**src/rtl/l1i_pkg.sv**
```systemverilog
// Shared types and helpers for the N-way L1 instruction-cache controller.
//   state_t      : controller FSM state encoding
//   DEF_*        : default parameter values for the controller and its interface
//   plru_victim  : tree-PLRU victim way for one set
//   plru_update  : tree-PLRU bits after an access to a given way
// PLRU tree layout: heap order, node 0 is the root, children of node n are 2n+1 (left) and
// 2n+2 (right). A node bit of 0 means the victim lies to the left.
package l1i_pkg;

  typedef enum logic [1:0] {
    StIdle     = 2'b00,
    StCompare  = 2'b01,
    StAllocate = 2'b11,
    StRefill   = 2'b10
  } state_t;

  localparam int unsigned DEF_TAG_W    = 24;
  localparam int unsigned DEF_IDX_W    = 2;
  localparam int unsigned DEF_WAYS     = 2;
  localparam int unsigned DEF_L2_IDX_W = 5;
  localparam int unsigned DEF_CNT_W    = 16;

  // Helpers are sized for the largest supported associativity (8 ways).
  localparam int unsigned WAY_MAX_W  = 3;
  localparam int unsigned PLRU_MAX_W = 7;

  // Walk from the root following each node bit; the path taken is the victim way number.
  function automatic logic [WAY_MAX_W-1:0] plru_victim(input logic [PLRU_MAX_W-1:0] bits,
                                                       input int levels);
    logic [2:0] node;
    logic [2:0] way;
    node = '0;
    way  = '0;
    for (int l = 0; l < int'(WAY_MAX_W); l++) begin
      if (l < levels) begin
        way  = {way[1:0], bits[node]};
        node = {node[1:0], 1'b0} + 3'd1 + {2'b00, bits[node]};
      end
    end
    return way;
  endfunction

  // Every node on the path to the accessed way is set to point away from it.
  function automatic logic [PLRU_MAX_W-1:0] plru_update(input logic [PLRU_MAX_W-1:0] bits,
                                                        input logic [WAY_MAX_W-1:0] way,
                                                        input int levels);
    logic [PLRU_MAX_W-1:0] upd;
    logic [2:0]            node;
    logic [2:0]            path;
    logic                  dir;
    upd  = bits;
    node = '0;
    for (int l = 0; l < int'(WAY_MAX_W); l++) begin
      if (l < levels) begin
        path      = way >> (levels - 1 - l);
        dir       = path[0];
        upd[node] = ~dir;
        node      = {node[1:0], 1'b0} + 3'd1 + {2'b00, dir};
      end
    end
    return upd;
  endfunction

endpackage

```
**src/rtl/l1i_ctrl_nway_if.sv**
```systemverilog
// Fetch-port / L2-port bundle of the N-way L1I controller.
//   slave  : controller side (takes fetch + L2 ready, drives stall/hit/miss/refill/L2 request)
//   master : requester side (CPU fetch unit, L2 model, counter consumer)
interface l1i_ctrl_nway_if #(
  parameter int unsigned TAG_W    = 24,
  parameter int unsigned IDX_W    = 2,
  parameter int unsigned WAYS     = 2,
  parameter int unsigned L2_IDX_W = 5,
  parameter int unsigned CNT_W    = 16
);
  localparam int unsigned WAY_W    = $clog2(WAYS);
  localparam int unsigned L2_TAG_W = TAG_W + IDX_W - L2_IDX_W;

  logic [TAG_W-1:0]    tag_i;
  logic [IDX_W-1:0]    index_i;
  logic                read_i;
  logic                flush_i;
  logic                ready_l2_i;
  logic                cnt_clr_i;
  logic                stall_o;
  logic                hit_o;
  logic                miss_o;
  logic                refill_o;
  logic                read_l2_o;
  logic [L2_TAG_W-1:0] tag_l2_o;
  logic [L2_IDX_W-1:0] index_l2_o;
  logic [WAY_W-1:0]    way_o;
  logic [CNT_W-1:0]    hit_cnt_o;
  logic [CNT_W-1:0]    miss_cnt_o;

  modport slave (
    input  tag_i, index_i, read_i, flush_i, ready_l2_i, cnt_clr_i,
    output stall_o, hit_o, miss_o, refill_o, read_l2_o, tag_l2_o, index_l2_o, way_o,
           hit_cnt_o, miss_cnt_o
  );

  modport master (
    output tag_i, index_i, read_i, flush_i, ready_l2_i, cnt_clr_i,
    input  stall_o, hit_o, miss_o, refill_o, read_l2_o, tag_l2_o, index_l2_o, way_o,
           hit_cnt_o, miss_cnt_o
  );
endinterface

```
**src/rtl/l1i_plru.sv**
```systemverilog
// Combinational tree-PLRU for one set.
//   bits       : current PLRU bits of the set (WAYS-1)
//   access_way : way being accessed (hit or fill)
//   victim     : way the tree currently points at
//   next_bits  : set bits after an access to access_way
module l1i_plru
  import l1i_pkg::*;
#(
  parameter int unsigned WAYS = DEF_WAYS
) (
  input  logic [WAYS-2:0]         bits,
  input  logic [$clog2(WAYS)-1:0] access_way,
  output logic [$clog2(WAYS)-1:0] victim,
  output logic [WAYS-2:0]         next_bits
);
  localparam int unsigned WAY_W  = $clog2(WAYS);
  localparam int unsigned PLRU_W = WAYS - 1;
  localparam int          LEVELS = $clog2(WAYS);

  logic [PLRU_MAX_W-1:0] bits_ext;
  logic [PLRU_MAX_W-1:0] next_ext;
  logic [WAY_MAX_W-1:0]  way_ext;
  logic [WAY_MAX_W-1:0]  victim_ext;

  always_comb begin
    bits_ext               = '0;
    bits_ext[PLRU_W-1:0]   = bits;
    way_ext                = '0;
    way_ext[WAY_W-1:0]     = access_way;
    victim_ext             = plru_victim(bits_ext, LEVELS);
    next_ext               = plru_update(bits_ext, way_ext, LEVELS);
  end

  assign victim    = victim_ext[WAY_W-1:0];
  assign next_bits = next_ext[PLRU_W-1:0];

  // Upper bits of the fixed-width helpers are don't-care for narrower trees.
  logic unused_ext;
  assign unused_ext = ^{victim_ext, next_ext};

endmodule

```
**src/rtl/l1i_ctrl_nway.sv**
```systemverilog
// N-way set-associative L1 instruction-cache controller.
//   clk, nrst : clock, asynchronous active-low reset
//   bus       : slave side of l1i_ctrl_nway_if
//               in : tag_i, index_i, read_i, flush_i, ready_l2_i, cnt_clr_i
//               out: stall_o, hit_o, miss_o, refill_o, read_l2_o, tag_l2_o, index_l2_o,
//                    way_o, hit_cnt_o, miss_cnt_o
// Holds the tag/valid/PLRU arrays; the data array lives outside and follows
// way_o / refill_o.
module l1i_ctrl_nway
  import l1i_pkg::*;
#(
  parameter int unsigned TAG_W    = DEF_TAG_W,
  parameter int unsigned IDX_W    = DEF_IDX_W,
  parameter int unsigned WAYS     = DEF_WAYS,
  parameter int unsigned L2_IDX_W = DEF_L2_IDX_W,
  parameter int unsigned CNT_W    = DEF_CNT_W
) (
  input  logic           clk,
  input  logic           nrst,
  l1i_ctrl_nway_if.slave bus
);
  localparam int unsigned WAY_W  = $clog2(WAYS);
  localparam int unsigned SETS   = 2 ** IDX_W;
  localparam int unsigned PLRU_W = WAYS - 1;
  localparam int unsigned ADDR_W = TAG_W + IDX_W;

  state_t state_q, state_d;

  logic [TAG_W-1:0]  tag_q   [SETS][WAYS];
  logic [WAYS-1:0]   valid_q [SETS];
  logic [PLRU_W-1:0] plru_q  [SETS];

  logic [TAG_W-1:0] req_tag_q;
  logic [IDX_W-1:0] req_idx_q;
  logic             first_pass_q, first_pass_d;
  logic [WAY_W-1:0] way_q, way_d;
  logic             hit_q, hit_d;
  logic             miss_q, miss_d;
  logic [CNT_W-1:0] hit_cnt_q, miss_cnt_q;

  logic accept, flush, fill_we, plru_we;

  // Lookup on the latched request.
  logic [WAYS-1:0]   valid_set;
  logic [WAYS-1:0]   match;
  logic [WAY_W-1:0]  hit_way, inv_way, plru_way, victim, access_way;
  logic              hit_any, has_invalid;
  logic [PLRU_W-1:0] plru_next;

  always_comb begin
    valid_set = valid_q[req_idx_q];
    match     = '0;
    hit_way   = '0;
    inv_way   = '0;
    for (int w = 0; w < int'(WAYS); w++) begin
      match[w] = valid_set[w] && (tag_q[req_idx_q][w] == req_tag_q);
    end
    for (int w = 0; w < int'(WAYS); w++) begin
      if (match[w]) hit_way = WAY_W'(w);
    end
    // Descending scan leaves the lowest-numbered invalid way.
    for (int w = int'(WAYS) - 1; w >= 0; w--) begin
      if (!valid_set[w]) inv_way = WAY_W'(w);
    end
  end

  assign hit_any     = |match;
  assign has_invalid = ~&valid_set;
  assign victim      = has_invalid ? inv_way : plru_way;
  // Hits update toward the matching way; fills toward the allocated way.
  assign access_way  = (state_q == StCompare) ? hit_way : way_q;

  l1i_plru #(
    .WAYS (WAYS)
  ) u_plru (
    .bits       (plru_q[req_idx_q]),
    .access_way (access_way),
    .victim     (plru_way),
    .next_bits  (plru_next)
  );

  always_comb begin
    state_d      = state_q;
    first_pass_d = first_pass_q;
    way_d        = way_q;
    hit_d        = 1'b0;
    miss_d       = 1'b0;
    accept       = 1'b0;
    flush        = 1'b0;
    fill_we      = 1'b0;
    plru_we      = 1'b0;
    unique case (state_q)
      StIdle: begin
        flush = bus.flush_i;
        if (bus.read_i) begin
          accept       = 1'b1;
          first_pass_d = 1'b1;
          state_d      = StCompare;
        end
      end
      StCompare: begin
        if (hit_any) begin
          hit_d   = 1'b1;
          way_d   = hit_way;
          plru_we = 1'b1;
          state_d = StIdle;
        end else begin
          way_d   = victim;
          // The compare after a refill must not report a second miss.
          miss_d  = first_pass_q;
          state_d = StAllocate;
        end
      end
      StAllocate: begin
        if (bus.ready_l2_i) begin
          fill_we      = 1'b1;
          plru_we      = 1'b1;
          first_pass_d = 1'b0;
          state_d      = StRefill;
        end
      end
      StRefill: begin
        state_d = StCompare;
      end
      default: begin
        state_d = StIdle;
      end
    endcase
  end

  always_ff @(posedge clk or negedge nrst) begin
    if (!nrst) begin
      state_q      <= StIdle;
      req_tag_q    <= '0;
      req_idx_q    <= '0;
      first_pass_q <= 1'b0;
      way_q        <= '0;
      hit_q        <= 1'b0;
      miss_q       <= 1'b0;
    end else begin
      state_q      <= state_d;
      first_pass_q <= first_pass_d;
      way_q        <= way_d;
      hit_q        <= hit_d;
      miss_q       <= miss_d;
      if (accept) begin
        req_tag_q <= bus.tag_i;
        req_idx_q <= bus.index_i;
      end
    end
  end

  always_ff @(posedge clk or negedge nrst) begin
    if (!nrst) begin
      for (int s = 0; s < int'(SETS); s++) begin
        valid_q[s] <= '0;
        plru_q[s]  <= '0;
        for (int w = 0; w < int'(WAYS); w++) begin
          tag_q[s][w] <= '0;
        end
      end
    end else begin
      if (flush) begin
        for (int s = 0; s < int'(SETS); s++) begin
          valid_q[s] <= '0;
        end
      end
      if (fill_we) begin
        valid_q[req_idx_q][way_q] <= 1'b1;
        tag_q[req_idx_q][way_q]   <= req_tag_q;
      end
      if (plru_we) begin
        plru_q[req_idx_q] <= plru_next;
      end
    end
  end

  // Counters follow the registered pulses; clear wins over increment.
  always_ff @(posedge clk or negedge nrst) begin
    if (!nrst) begin
      hit_cnt_q  <= '0;
      miss_cnt_q <= '0;
    end else if (bus.cnt_clr_i) begin
      hit_cnt_q  <= '0;
      miss_cnt_q <= '0;
    end else begin
      if (hit_q && (hit_cnt_q != '1)) hit_cnt_q <= hit_cnt_q + CNT_W'(1);
      if (miss_q && (miss_cnt_q != '1)) miss_cnt_q <= miss_cnt_q + CNT_W'(1);
    end
  end

  logic [ADDR_W-1:0] req_addr;
  assign req_addr = {req_tag_q, req_idx_q};

  assign bus.stall_o    = (state_q != StIdle);
  assign bus.hit_o      = hit_q;
  assign bus.miss_o     = miss_q;
  assign bus.refill_o   = (state_q == StRefill);
  assign bus.read_l2_o  = (state_q == StAllocate);
  assign bus.tag_l2_o   = req_addr[ADDR_W-1:L2_IDX_W];
  assign bus.index_l2_o = req_addr[L2_IDX_W-1:0];
  assign bus.way_o      = way_q;
  assign bus.hit_cnt_o  = hit_cnt_q;
  assign bus.miss_cnt_o = miss_cnt_q;

endmodule

```
**src/flat_wrapper.sv**
```systemverilog
// flat-port wrapper written by rule: the top's interface ports become plain ports
module l1i_ctrl_nway_flat import l1i_pkg::*;
#(
  parameter int unsigned TAG_W    = DEF_TAG_W,
  parameter int unsigned IDX_W    = DEF_IDX_W,
  parameter int unsigned WAYS     = DEF_WAYS,
  parameter int unsigned L2_IDX_W = DEF_L2_IDX_W,
  parameter int unsigned CNT_W    = DEF_CNT_W
)
  (clk, nrst, bus_tag_i, bus_index_i, bus_read_i, bus_flush_i, bus_ready_l2_i, bus_cnt_clr_i, bus_stall_o, bus_hit_o, bus_miss_o, bus_refill_o, bus_read_l2_o, bus_tag_l2_o, bus_index_l2_o, bus_way_o, bus_hit_cnt_o, bus_miss_cnt_o);
  l1i_ctrl_nway_if #(.TAG_W(TAG_W), .IDX_W(IDX_W), .WAYS(WAYS), .L2_IDX_W(L2_IDX_W), .CNT_W(CNT_W)) bus_i ();
  input  logic clk;
  input  logic nrst;
  input wire logic [$bits(bus_i.tag_i)-1:0] bus_tag_i;
  input wire logic [$bits(bus_i.index_i)-1:0] bus_index_i;
  input wire logic [$bits(bus_i.read_i)-1:0] bus_read_i;
  input wire logic [$bits(bus_i.flush_i)-1:0] bus_flush_i;
  input wire logic [$bits(bus_i.ready_l2_i)-1:0] bus_ready_l2_i;
  input wire logic [$bits(bus_i.cnt_clr_i)-1:0] bus_cnt_clr_i;
  output wire logic [$bits(bus_i.stall_o)-1:0] bus_stall_o;
  output wire logic [$bits(bus_i.hit_o)-1:0] bus_hit_o;
  output wire logic [$bits(bus_i.miss_o)-1:0] bus_miss_o;
  output wire logic [$bits(bus_i.refill_o)-1:0] bus_refill_o;
  output wire logic [$bits(bus_i.read_l2_o)-1:0] bus_read_l2_o;
  output wire logic [$bits(bus_i.tag_l2_o)-1:0] bus_tag_l2_o;
  output wire logic [$bits(bus_i.index_l2_o)-1:0] bus_index_l2_o;
  output wire logic [$bits(bus_i.way_o)-1:0] bus_way_o;
  output wire logic [$bits(bus_i.hit_cnt_o)-1:0] bus_hit_cnt_o;
  output wire logic [$bits(bus_i.miss_cnt_o)-1:0] bus_miss_cnt_o;
  assign bus_i.tag_i = bus_tag_i;
  assign bus_i.index_i = bus_index_i;
  assign bus_i.read_i = bus_read_i;
  assign bus_i.flush_i = bus_flush_i;
  assign bus_i.ready_l2_i = bus_ready_l2_i;
  assign bus_i.cnt_clr_i = bus_cnt_clr_i;
  assign bus_stall_o = bus_i.stall_o;
  assign bus_hit_o = bus_i.hit_o;
  assign bus_miss_o = bus_i.miss_o;
  assign bus_refill_o = bus_i.refill_o;
  assign bus_read_l2_o = bus_i.read_l2_o;
  assign bus_tag_l2_o = bus_i.tag_l2_o;
  assign bus_index_l2_o = bus_i.index_l2_o;
  assign bus_way_o = bus_i.way_o;
  assign bus_hit_cnt_o = bus_i.hit_cnt_o;
  assign bus_miss_cnt_o = bus_i.miss_cnt_o;
  l1i_ctrl_nway #(.TAG_W(TAG_W), .IDX_W(IDX_W), .WAYS(WAYS), .L2_IDX_W(L2_IDX_W), .CNT_W(CNT_W)) u_core (.clk(clk), .nrst(nrst), .bus(bus_i));
endmodule
```
**config.mk**
```make
export PLATFORM = sky130hd
export DESIGN_NAME = l1i_ctrl_nway_flat
export DESIGN_NICKNAME = d
export VERILOG_FILES = /design/src/rtl/l1i_pkg.sv /design/src/rtl/l1i_ctrl_nway_if.sv /design/src/rtl/l1i_plru.sv /design/src/rtl/l1i_ctrl_nway.sv /design/src/flat_wrapper.sv
export SDC_FILE = /design/constraint.sdc
export NUM_CORES = 1
export LEC_CHECK = 0
export BUFFER_PORTS_ARGS = -buffer_cell sky130_fd_sc_hd__buf_2
export CAP_MARGIN = 10
export CELL_PAD_IN_SITES_DETAIL_PLACEMENT = 0
export CELL_PAD_IN_SITES_GLOBAL_PLACEMENT = 1
export CORE_UTILIZATION = 29
export DETAILED_ROUTE_END_ITERATION = 10
export PLACE_DENSITY_LB_ADDON = 0.1
export SLEW_MARGIN = 10
export SYNTH_ARGS = -nofsm -noshare
export SYNTH_HDL_FRONTEND = slang
export SYNTH_SLANG_ARGS = --single-unit
export TNS_END_PERCENT = 30
```
**constraint.sdc**
```tcl
create_clock -name clk -period 2.5 [get_ports clk]
set_input_delay 0.25 -clock clk [delete_from_list [all_inputs] [get_ports clk]]
set_output_delay 0.25 -clock clk [all_outputs]
set_load 0.005 [all_outputs]
```
==> impl_results.md, run 1 <==
- Worst R2R End: u_core.state_q[0]
- Async SR Flop Fraction: 1.00
- Synth warnings: 0
- Synth Area in Adders: 0.00593
- Routed Antenna Nets: 0
- Crit Path Category: flip-flop to flip-flop
- Die W: 211 um
- Fin. max-slew vios: 0
- GRT Total Usage: 0.167
- Slew headroom: 0.582
- Clk buf depth: 3
- Worst hold path depth: 4
- Synth area leader: dfrtp_1
- Synth top cells by count: dfrtp_1 (268), mux2_2 (217), nand2_1 (45)
- Tcrit/Tclk final: 1.14
- WL/cell: 20.1 um
- Leak: 7.51 nW
- Final Wtd Congestion: 0.820
- Max_cap viols: 0
- DIE HEIGHT: 211 um
- Setup TNS: -2.21 ns
- CTS tree: yes
- CP peak stage delay: 0.51 ns
- DR DRC count: 0
- Hold Crit Class: input port to flip-flop
- Clock sink total: 268
- Number of setup violations in the final report: 9
- Full die area: 44,500 sq um
- Placed cells: 1,673
- Sequential area share after synthesis: 0.529
- First drt pass iteration count: 4
- Syn Inst Count: 933
- P&R area growth vs syn: 30.6%
- First-pass GRT wire length: 55,700 um
- Placeable Area: 43,100 sq um
- Io pins: 96
- Worst Tran Pin Value: 0.627 ns
- Syn avg cell area: 13.6 sq um
- XOR/XNOR Fraction of Synth Area: 0.0470
- CP arrival: 3.24 ns
- Worst-Skew Late Latency: 0.53 ns
- Number of synthesized register bits: 268
- Total gr overflow: 0
- Critical path endpoint category: flip-flop
- Hold slack: 0.141 ns
- Max stage delay cell, worst path: dfrtp_4
- FF-to-FF path depth: 12
- Synthesized area: 12,700 sq um
- Final setup margin: -0.352 ns
- Synth Net Count: 971
- Largest family of logic cells by synthesized area: multiplexers
- Simple-Gate Fraction of Synth Area: 0.0654
- WP data required: 2.89 ns
- # nets final: 1,201
- Initial Utilization: 0.294
- Finished Layout Cells: 1,771
- Pin count of the biggest net entering global routing: 62
- Cts bufs inserted: 34
- Filler cells: 4,176
- Complex-gate fraction of the synthesized area: 0.0356
- WHS Endpoint: u_core.state_q[1]
- DR vias: 8,339
- Number of synthesized flops with an enable pin: 0
- CTS root buf: clkbuf_16
- Top FF cell, synth: dfrtp_1
- Status: finished, violations left
- Crit path cell chain: buf_12 -> buf_12 -> buf_8 -> mux2i_2 -> o22ai_2 -> a211oi_2 -> a22oi_1 -> a211oi_2 -> buf_4 -> nand4_1 -> a21oi_4 -> o221ai_1
- Mean number of vias per cell: 4.71
- Synth top area cells: dfrtp_1 (53%), mux2_2 (19%), mux4_2 (4.1%)
- Hold_sp: bus_read_i
- Post-synthesis mux area share: 0.286
- Final Hold Viols: 0
- Yosys cell types: 56
- # diodes: 0
- Detailed Route Iter0 Violations: 381
- Failing checks: negative setup slack
- Reg area: 6710 sq um
- Worst-path fanout max: 8
- H-tree levels: 2
- Most common cell in the netlist: dfrtp_1
- Worst Setup Start Kind: flip-flop
- Layout Skew: 0.0190 ns
- Reg-to-Reg Start: u_core.req_idx_q[0]
- IO Port Bufs: 95
- Unrepaired setup endpoints after global routing: yes
- Reg2Reg Setup Slack: -0.35 ns
- Std cell rows: 76
- Footprint of the multi-input gates: 5850 sq um
- Vias in the first global route: 8,703
- Delay-heaviest family, CP: compound AO/OA/AOI/OAI gates
- Peak VDD IR: 0.731 mV
- Final min period: 2.85 ns
- Fraction of layout instances using a drive strength above 1: 0.491
- Pwr/cell area: 1360 nW/um^2
- Clk pin slew, worst setup/hold paths: 0.06 ns
- Drt total wl: 35,700 um
- DP HPWL: 24,200 um
- Worst Path Buf+Inv: 4
- Initial antenna violation count: 0
- Share of the synthesized area in the top cell type: 0.529
- Max Freq: 351 MHz
[through the flow]
step                      setup WS, ns  instance area [sq um]  power, mW   util
after floorplan                 0.0394                  12700       12.5      -
after global placement          -0.353                  14800       17.0  0.343
after detailed placement        -0.384                  14800       17.1  0.343
after CTS                       -0.313                  16500       23.0  0.383
after global routing            -0.440                  16500       24.0  0.384
final                           -0.352                  16500       22.6  0.384
[power by group]
group | switching (mW) | internal [mW]
Combinational | 4.46 | 5.72
Sequential | 1.43 | 6.05
Clock | 1.91 | 3.02
[cells in the final DEF, fill, tap and decap left out, drive strengths merged, types with 16 or more instances in the layout]
| master | synthesis | final |
|---|---|---|
| dfrtp | 268 | 268 |
| xor2 | 28 | 28 |
| nand3 | 16 | 16 |
| xnor2 | 40 | 40 |
| buf | 32 | 231 |
| nand4 | 21 | 21 |
| nand2 | 46 | 46 |
| mux4 | 36 | 36 |
| mux2i | 32 | 32 |
| clkbuf | 31 | 45 |
| nor2 | 44 | 44 |
| dlygate4sd3 | 0 | 27 |
| mux2 | 217 | 217 |
[final cells by class]
type,count,area share
Sequential cell,268,0.406
Clock inverter,14,0.00930
Tap cell,585,0.0442
Clock buffer,45,0.0582
Timing Repair Buffer,258,0.126
Inverter,12,0.00272
Multi-Input combinational cell,589,0.354
[worst max-delay path by stage]
stage                        end           startpoint  depth (start not counted)  slack [ns]
2_1_floorplan   u_core.plru_q[1]  u_core.req_idx_q[0]                         10        0.04
3_3_place_gp    u_core.plru_q[1]  u_core.req_idx_q[0]                         10       -0.35
3_5_place_dp    u_core.plru_q[3]  u_core.req_idx_q[0]                          9       -0.38
4_1_cts        u_core.state_q[0]  u_core.req_idx_q[0]                         10       -0.31
5_1_grt         u_core.plru_q[1]  u_core.req_idx_q[0]                         12       -0.44
6_report       u_core.state_q[0]  u_core.req_idx_q[0]                         12       -0.35
[what timing repair did]
action	4_1_cts	5_1_grt
buffers inserted	11	0
endpoints found under the setup margin	9	26
endpoints found under the hold margin	78	0
pin swaps	19	6
hold buffers	27	0
gates resized for setup	46	6
cloned	1	0
[sequential cells by signal, indices dropped and copies added, names as in the netlist]
signal,flops
u_core.bus.hit_cnt_o,16
u_core.bus.hit_o,1
u_core.bus.miss_cnt_o,16
u_core.bus.miss_o,1
u_core.bus.way_o,1
u_core.first_pass_q,1
u_core.plru_q,4
u_core.req_idx_q,2
u_core.req_tag_q,24
u_core.state_q,2
u_core.tag_q,192
u_core.valid_q,8
[kinds of logic after synthesis]
kind of cell    count (synthesis)
fa+ha+maj                       6
buf+inv                        76
flops                         268
mux                           285
compound gates                 64
xor+xnor                       68
simple gates                  166
[worst register-to-register path, delay by kind of cell, from the launching register on]
kind	cells	cell delay, ns
mux	1	0.23
flops	1	0.51
compound gates	6	1.23
buf+inv	4	0.59
simple gates	1	0.15
[per-layer routing]
layer  up-vias  wire length, um  global-route usage
li1       3862                -                   -
met3        33             1110              0.0300
met2       118            17300               0.275
met4         0              556              0.0397
met5         -                0                   0
met1      4326            16700               0.228
Note: power is estimated with default switching activity, not from simulation.
==> inputs of run 2 (changes only) <==
Clock period 2.5 ns to 2.3 ns, I/O delays scaled along.
==> impl_results.md, run 2 (synthesized netlist as in run 1, its figures left out) <==
- CP peak stage delay: 0.53 ns
- Failing checks: negative setup slack
- Reg area: 6710 sq um
- DIE HEIGHT: 211 um
- Crit Path Category: flip-flop to flip-flop
- Leak: 7.58 nW
- WP data required: 2.69 ns
- Max_cap viols: 0
- DR DRC count: 0
- Clk buf depth: 3
- Commonest non-fill, non-tap cell in the layout: dfrtp_1
- Initial Utilization: 0.294
- Commonest cells after routing, fill and taps aside: dfrtp_1 (266), mux2_2 (217), buf_4 (115)
- Tcrit/Tclk final: 1.21
- Peak VDD IR: 0.593 mV
- Placed Area: 14,800 sq um
- First-pass GRT wire length: 56,100 um
- Final min period: 2.78 ns
- Io pins: 96
- Fraction of layout instances using a drive strength above 1: 0.505
- Biggest regs: u_core.tag_q (192), u_core.req_tag_q (24)
- Initial antenna violation count: 0
- Max stage delay cell, worst path: dfrtp_4
- Hold Crit Class: input port to flip-flop
- CP arrival: 3.17 ns
- Placed cells: 1,675
- Fin. max-slew vios: 0
- Reg-to-Reg Start: u_core.req_idx_q[0]
- WL/cell: 20.2 um
- Critical path endpoint category: flip-flop
- IO Port Bufs: 95
- Full die area: 44,500 sq um
- Worst-Skew Late Latency: 0.53 ns
- Pin count of the biggest net entering global routing: 69
- GRT Total Usage: 0.168
- Drt total wl: 36,000 um
- Placeable Area: 43,100 sq um
- # diodes: 0
- Finished Layout Cells: 1,784
- Largest Register: u_core.tag_q
- Design Area, Final: 16,700 sq um
- Routed Antenna Nets: 0
- Vias in the first global route: 8,968
- Pwr/cell area: 1480 nW/um^2
- Clock sink total: 268
- Std cell rows: 76
- CTS root buf: clkbuf_16
- Unrepaired setup endpoints after global routing: yes
- Final setup margin: -0.477 ns
- Layout Skew: 0.0109 ns
- Max FFs per register: 192
- Worst-path fanout max: 9
- CTS tree: yes
- Worst Setup Start Kind: flip-flop
- Worst Tran Pin Value: 0.641 ns
- Mean number of vias per cell: 4.71
- Clk pin slew, worst setup/hold paths: 0.06 ns
- Total gr overflow: 0
- Filler cells: 4,165
- Status: finished, violations left
- Footprint of the multi-input gates: 5890 sq um
- P&R area growth vs syn: 31.9%
- Slew headroom: 0.573
- H-tree levels: 2
- DP HPWL: 24,200 um
- Final Wtd Congestion: 0.827
- Die W: 211 um
- Crit path cell chain: buf_12 -> buf_8 -> mux4_2 -> or4b_4 -> nor4b_4 -> nand3_2 -> a21oi_4 -> o221ai_1
- Worst setup path startpoint: u_core.req_idx_q[0]
- Hold_sp: bus_read_i
- Final Hold Viols: 0
- Max Freq: 360 MHz
- First drt pass iteration count: 4
- Detailed Route Iter0 Violations: 322
- # nets final: 1,214
- Cts bufs inserted: 35
- Number of setup violations in the final report: 9
- DR vias: 8,408
-- run 2: final cells by class --
class                   instances  share of cell area
clock buffers                  52              0.0618
repair buffers                270               0.134
inverters                      12             0.00269
multi-input cells             589               0.352
well taps                     585              0.0438
flip-flops and latches        268               0.402
clock inverters                 8             0.00412
-- run 2: critical path, delay by kind of cell (launching register included) --
family | cells | cell delay (ns)
buf+inv | 2 | 0.30
simple gates | 3 | 0.97
compound gates | 2 | 0.45
flops | 1 | 0.53
mux | 1 | 0.38
-- run 2: repair_timing --
item / in CTS / in global routing
hold buffers: 27 / 0
pin swaps: 9 / 14
gates cloned: 1 / 1
buffers inserted: 11 / 13
resized for setup: 24 / 50
hold endpoints to repair: 87 / 0
setup endpoints to repair: 98 / 40
-- run 2: per-stage QoR --
stage	hold WS (ns)	util	setup slack (ns)	setup TNS, ns	power (mW)
2_1_floorplan	-0.0656	-	-0.128	-0.728	13.7
3_3_place_gp	0.283	0.345	-0.639	-8.61	18.4
3_5_place_dp	0.264	0.345	-0.661	-9.27	18.4
4_1_cts	0.0792	0.382	-0.519	-4.14	24.5
5_1_grt	0.163	0.388	-0.579	-4.97	26.3
6_report	0.113	0.388	-0.477	-3.79	24.8
-- run 2: layer usage --
metal  routed length (um)  vias to the layer above  global-route usage
li1                     -                     3860                   -
met1                17000                     4327               0.233
met2                16600                      165               0.264
met3                 1440                       56              0.0268
met4                  930                        0              0.0612
met5                    0                        -                   0
-- run 2: path summary, 6_finish.rpt --
check,endpoint,slack (ns),cells after the start
worst max-delay path,u_core.plru_q[1],-0.48,8
worst min-delay path,u_core.state_q[1],0.11,4
worst max register to register,u_core.plru_q[1],-0.48,8
worst min register to register,u_core.valid_q[3],0.47,1
max in group asynchronous,u_core.tag_q[124],1.26,3
min in group asynchronous,u_core.req_tag_q[1],0.29,2
-- run 2: report_power, final --
group | internal, mW | switching (mW) | total (mW)
combinational | 6.28 | 5.23 | 11.5
sequential | 6.58 | 1.37 | 7.95
clock | 3.21 | 2.08 | 5.29
total | 16.1 | 8.68 | 24.8
==> inputs of run 3 (changes only) <==
Settings changed: ABC_CLOCK_PERIOD_IN_PS set to 2300, SETUP_SLACK_MARGIN set to 0.15.
==> impl_results.md, run 3 (synthesized netlist as in run 1, its figures left out) <==
- Status: finished, violations left
- Failing checks: negative setup slack
- First-pass GRT wire length: 57,000 um
- Post-layout util: 0.397
- Leak: 7.80 nW
- Clk buf depth: 3
- WL/cell: 21.3 um
- Die W: 211 um
- # diodes: 0
- Final setup margin: -0.525 ns
- GRT Total Usage: 0.172
- P&R area growth vs syn: 35.1%
- Slew headroom: 0.563
- DR vias: 8,538
- Fraction of layout instances using a drive strength above 1: 0.516
- Commonest cells after routing, fill and taps aside: dfrtp_1 (266), mux2_2 (166), buf_4 (106)
- CTS root buf: clkbuf_16
- Max stage delay cell, worst path: dfrtp_4
- Biggest regs: u_core.tag_q (192), u_core.req_tag_q (24)
- Tcrit/Tclk final: 1.23
- H-tree levels: 2
- Final Wtd Congestion: 0.823
- Max FFs per register: 192
- IO Port Bufs: 95
- Crit Path Category: flip-flop to flip-flop
- Total gr overflow: 0
- Clk pin slew, worst setup/hold paths: 0.06 ns
- Pwr/cell area: 1480 nW/um^2
- Fin. max-slew vios: 0
- Final min period: 2.82 ns
- Drt total wl: 38,100 um
- Number of setup violations in the final report: 48
- # nets final: 1,218
- Detailed Route Iter0 Violations: 305
- Initial Utilization: 0.294
- CP arrival: 3.30 ns
- Vias in the first global route: 8,929
- Layout Skew: 0.0136 ns
- Final Hold Viols: 0
- Worst Setup Start Kind: flip-flop
- Initial antenna violation count: 1
- Clock sink total: 268
- WP data required: 2.77 ns
- Worst Tran Pin Value: 0.655 ns
- Std cell rows: 76
- Worst-path fanout max: 7
- Commonest non-fill, non-tap cell in the layout: dfrtp_1
- Critical path endpoint category: flip-flop
- Largest Register: u_core.tag_q
- First drt pass iteration count: 4
- Hold Crit Class: input port to flip-flop
- Worst-Skew Late Latency: 0.54 ns
- Hold slack: 0.141 ns
- DP HPWL: 23,200 um
- Worst Path Buf+Inv: 3
- Crit path cell chain: clkbuf_16 -> mux4_1 -> or4b_4 -> nor4b_4 -> nand3_2 -> a21oi_4 -> buf_4 -> buf_6
- Io pins: 96
- Peak VDD IR: 0.581 mV
- Placeable Area: 43,100 sq um
- DR DRC count: 0
- Delay-heaviest family, CP: simple AND/OR/NAND/NOR gates
- CP peak stage delay: 0.59 ns
- DIE HEIGHT: 211 um
- CTS tree: yes
- Cts bufs inserted: 34
- Routed Antenna Nets: 0
- Mean number of vias per cell: 4.79
- Full die area: 44,500 sq um
- Pin count of the biggest net entering global routing: 66
- Max_cap viols: 0
- Max Freq: 354 MHz
- Unrepaired setup endpoints after global routing: yes
## run 3: layout make-up
cell class	count	area, sq um
clock inverter	12	134
fill	4103	26000
multi-input combinational	589	6100
sequential	268	6710
tap	585	732
inverter	12	50.0
clock buffer	43	935
timing repair buffer	275	2450
## run 3: routing by layer
layer	track usage	routed length [um]	vias to the layer above
met5	0	0	-
met4	0.0535	909	0
met3	0.0324	1320	62
met2	0.278	17900	157
met1	0.232	18000	4445
li1	-	-	3874
## run 3: tightest hold or removal path: cells and delay by family
kind / cells / cell delay (ns)
and+or+nand+nor: 2 / 0.24
buffers and inverters: 1 / 0.10
AOI/OAI and AO/OA: 1 / 0.07
## run 3: stage by stage
stage | cells | setup TNS (ns) | instance area [sq um] | worst slack, ns | power, mW
global route | 1784 | -10.76 | 17100 | -0.628 | 26.8
detailed placement | 1669 | -4.61 | 14700 | -0.553 | 18.4
global placement | 1669 | -5.07 | 14700 | -0.602 | 18.4
CTS | 1771 | -6.45 | 16700 | -0.484 | 25.1
floorplan | 933 | -1.02 | 12700 | -0.128 | 13.8
finish | 1784 | -8.37 | 17100 | -0.525 | 25.4
## run 3: power breakdown
group | total, mW | internal [mW] | switching, mW
clock network | 5.21 | 3.10 | 2.11
registers | 8.08 | 6.58 | 1.50
logic | 12.1 | 6.74 | 5.35
## run 3: worst paths after layout
check | cells past startpoint | to | from | slack [ns]
max | 8 | u_core.bus.hit_o | u_core.req_idx_q[0] | -0.52
min | 4 | u_core.state_q[1] | bus_read_i | 0.14
max reg2reg | 8 | u_core.bus.hit_o | u_core.req_idx_q[0] | -0.52
min reg2reg | 2 | u_core.valid_q[7] | u_core.valid_q[7] | 0.47
max in group asynchronous | 3 | u_core.req_idx_q[0] | nrst | 1.34
min in group asynchronous | 2 | u_core.req_tag_q[23] | nrst | 0.22
## run 3: what timing repair did
| item | 4_1_cts | 5_1_grt |
|---|---|---|
| hold buffers | 27 | 0 |
| gates resized for setup | 98 | 48 |
| setup buffers | 15 | 7 |
| gates cloned | 5 | 6 |
| pin swaps | 12 | 10 |
| setup endpoints to repair | 81 | 138 |
| hold endpoints to repair | 71 | 0 |
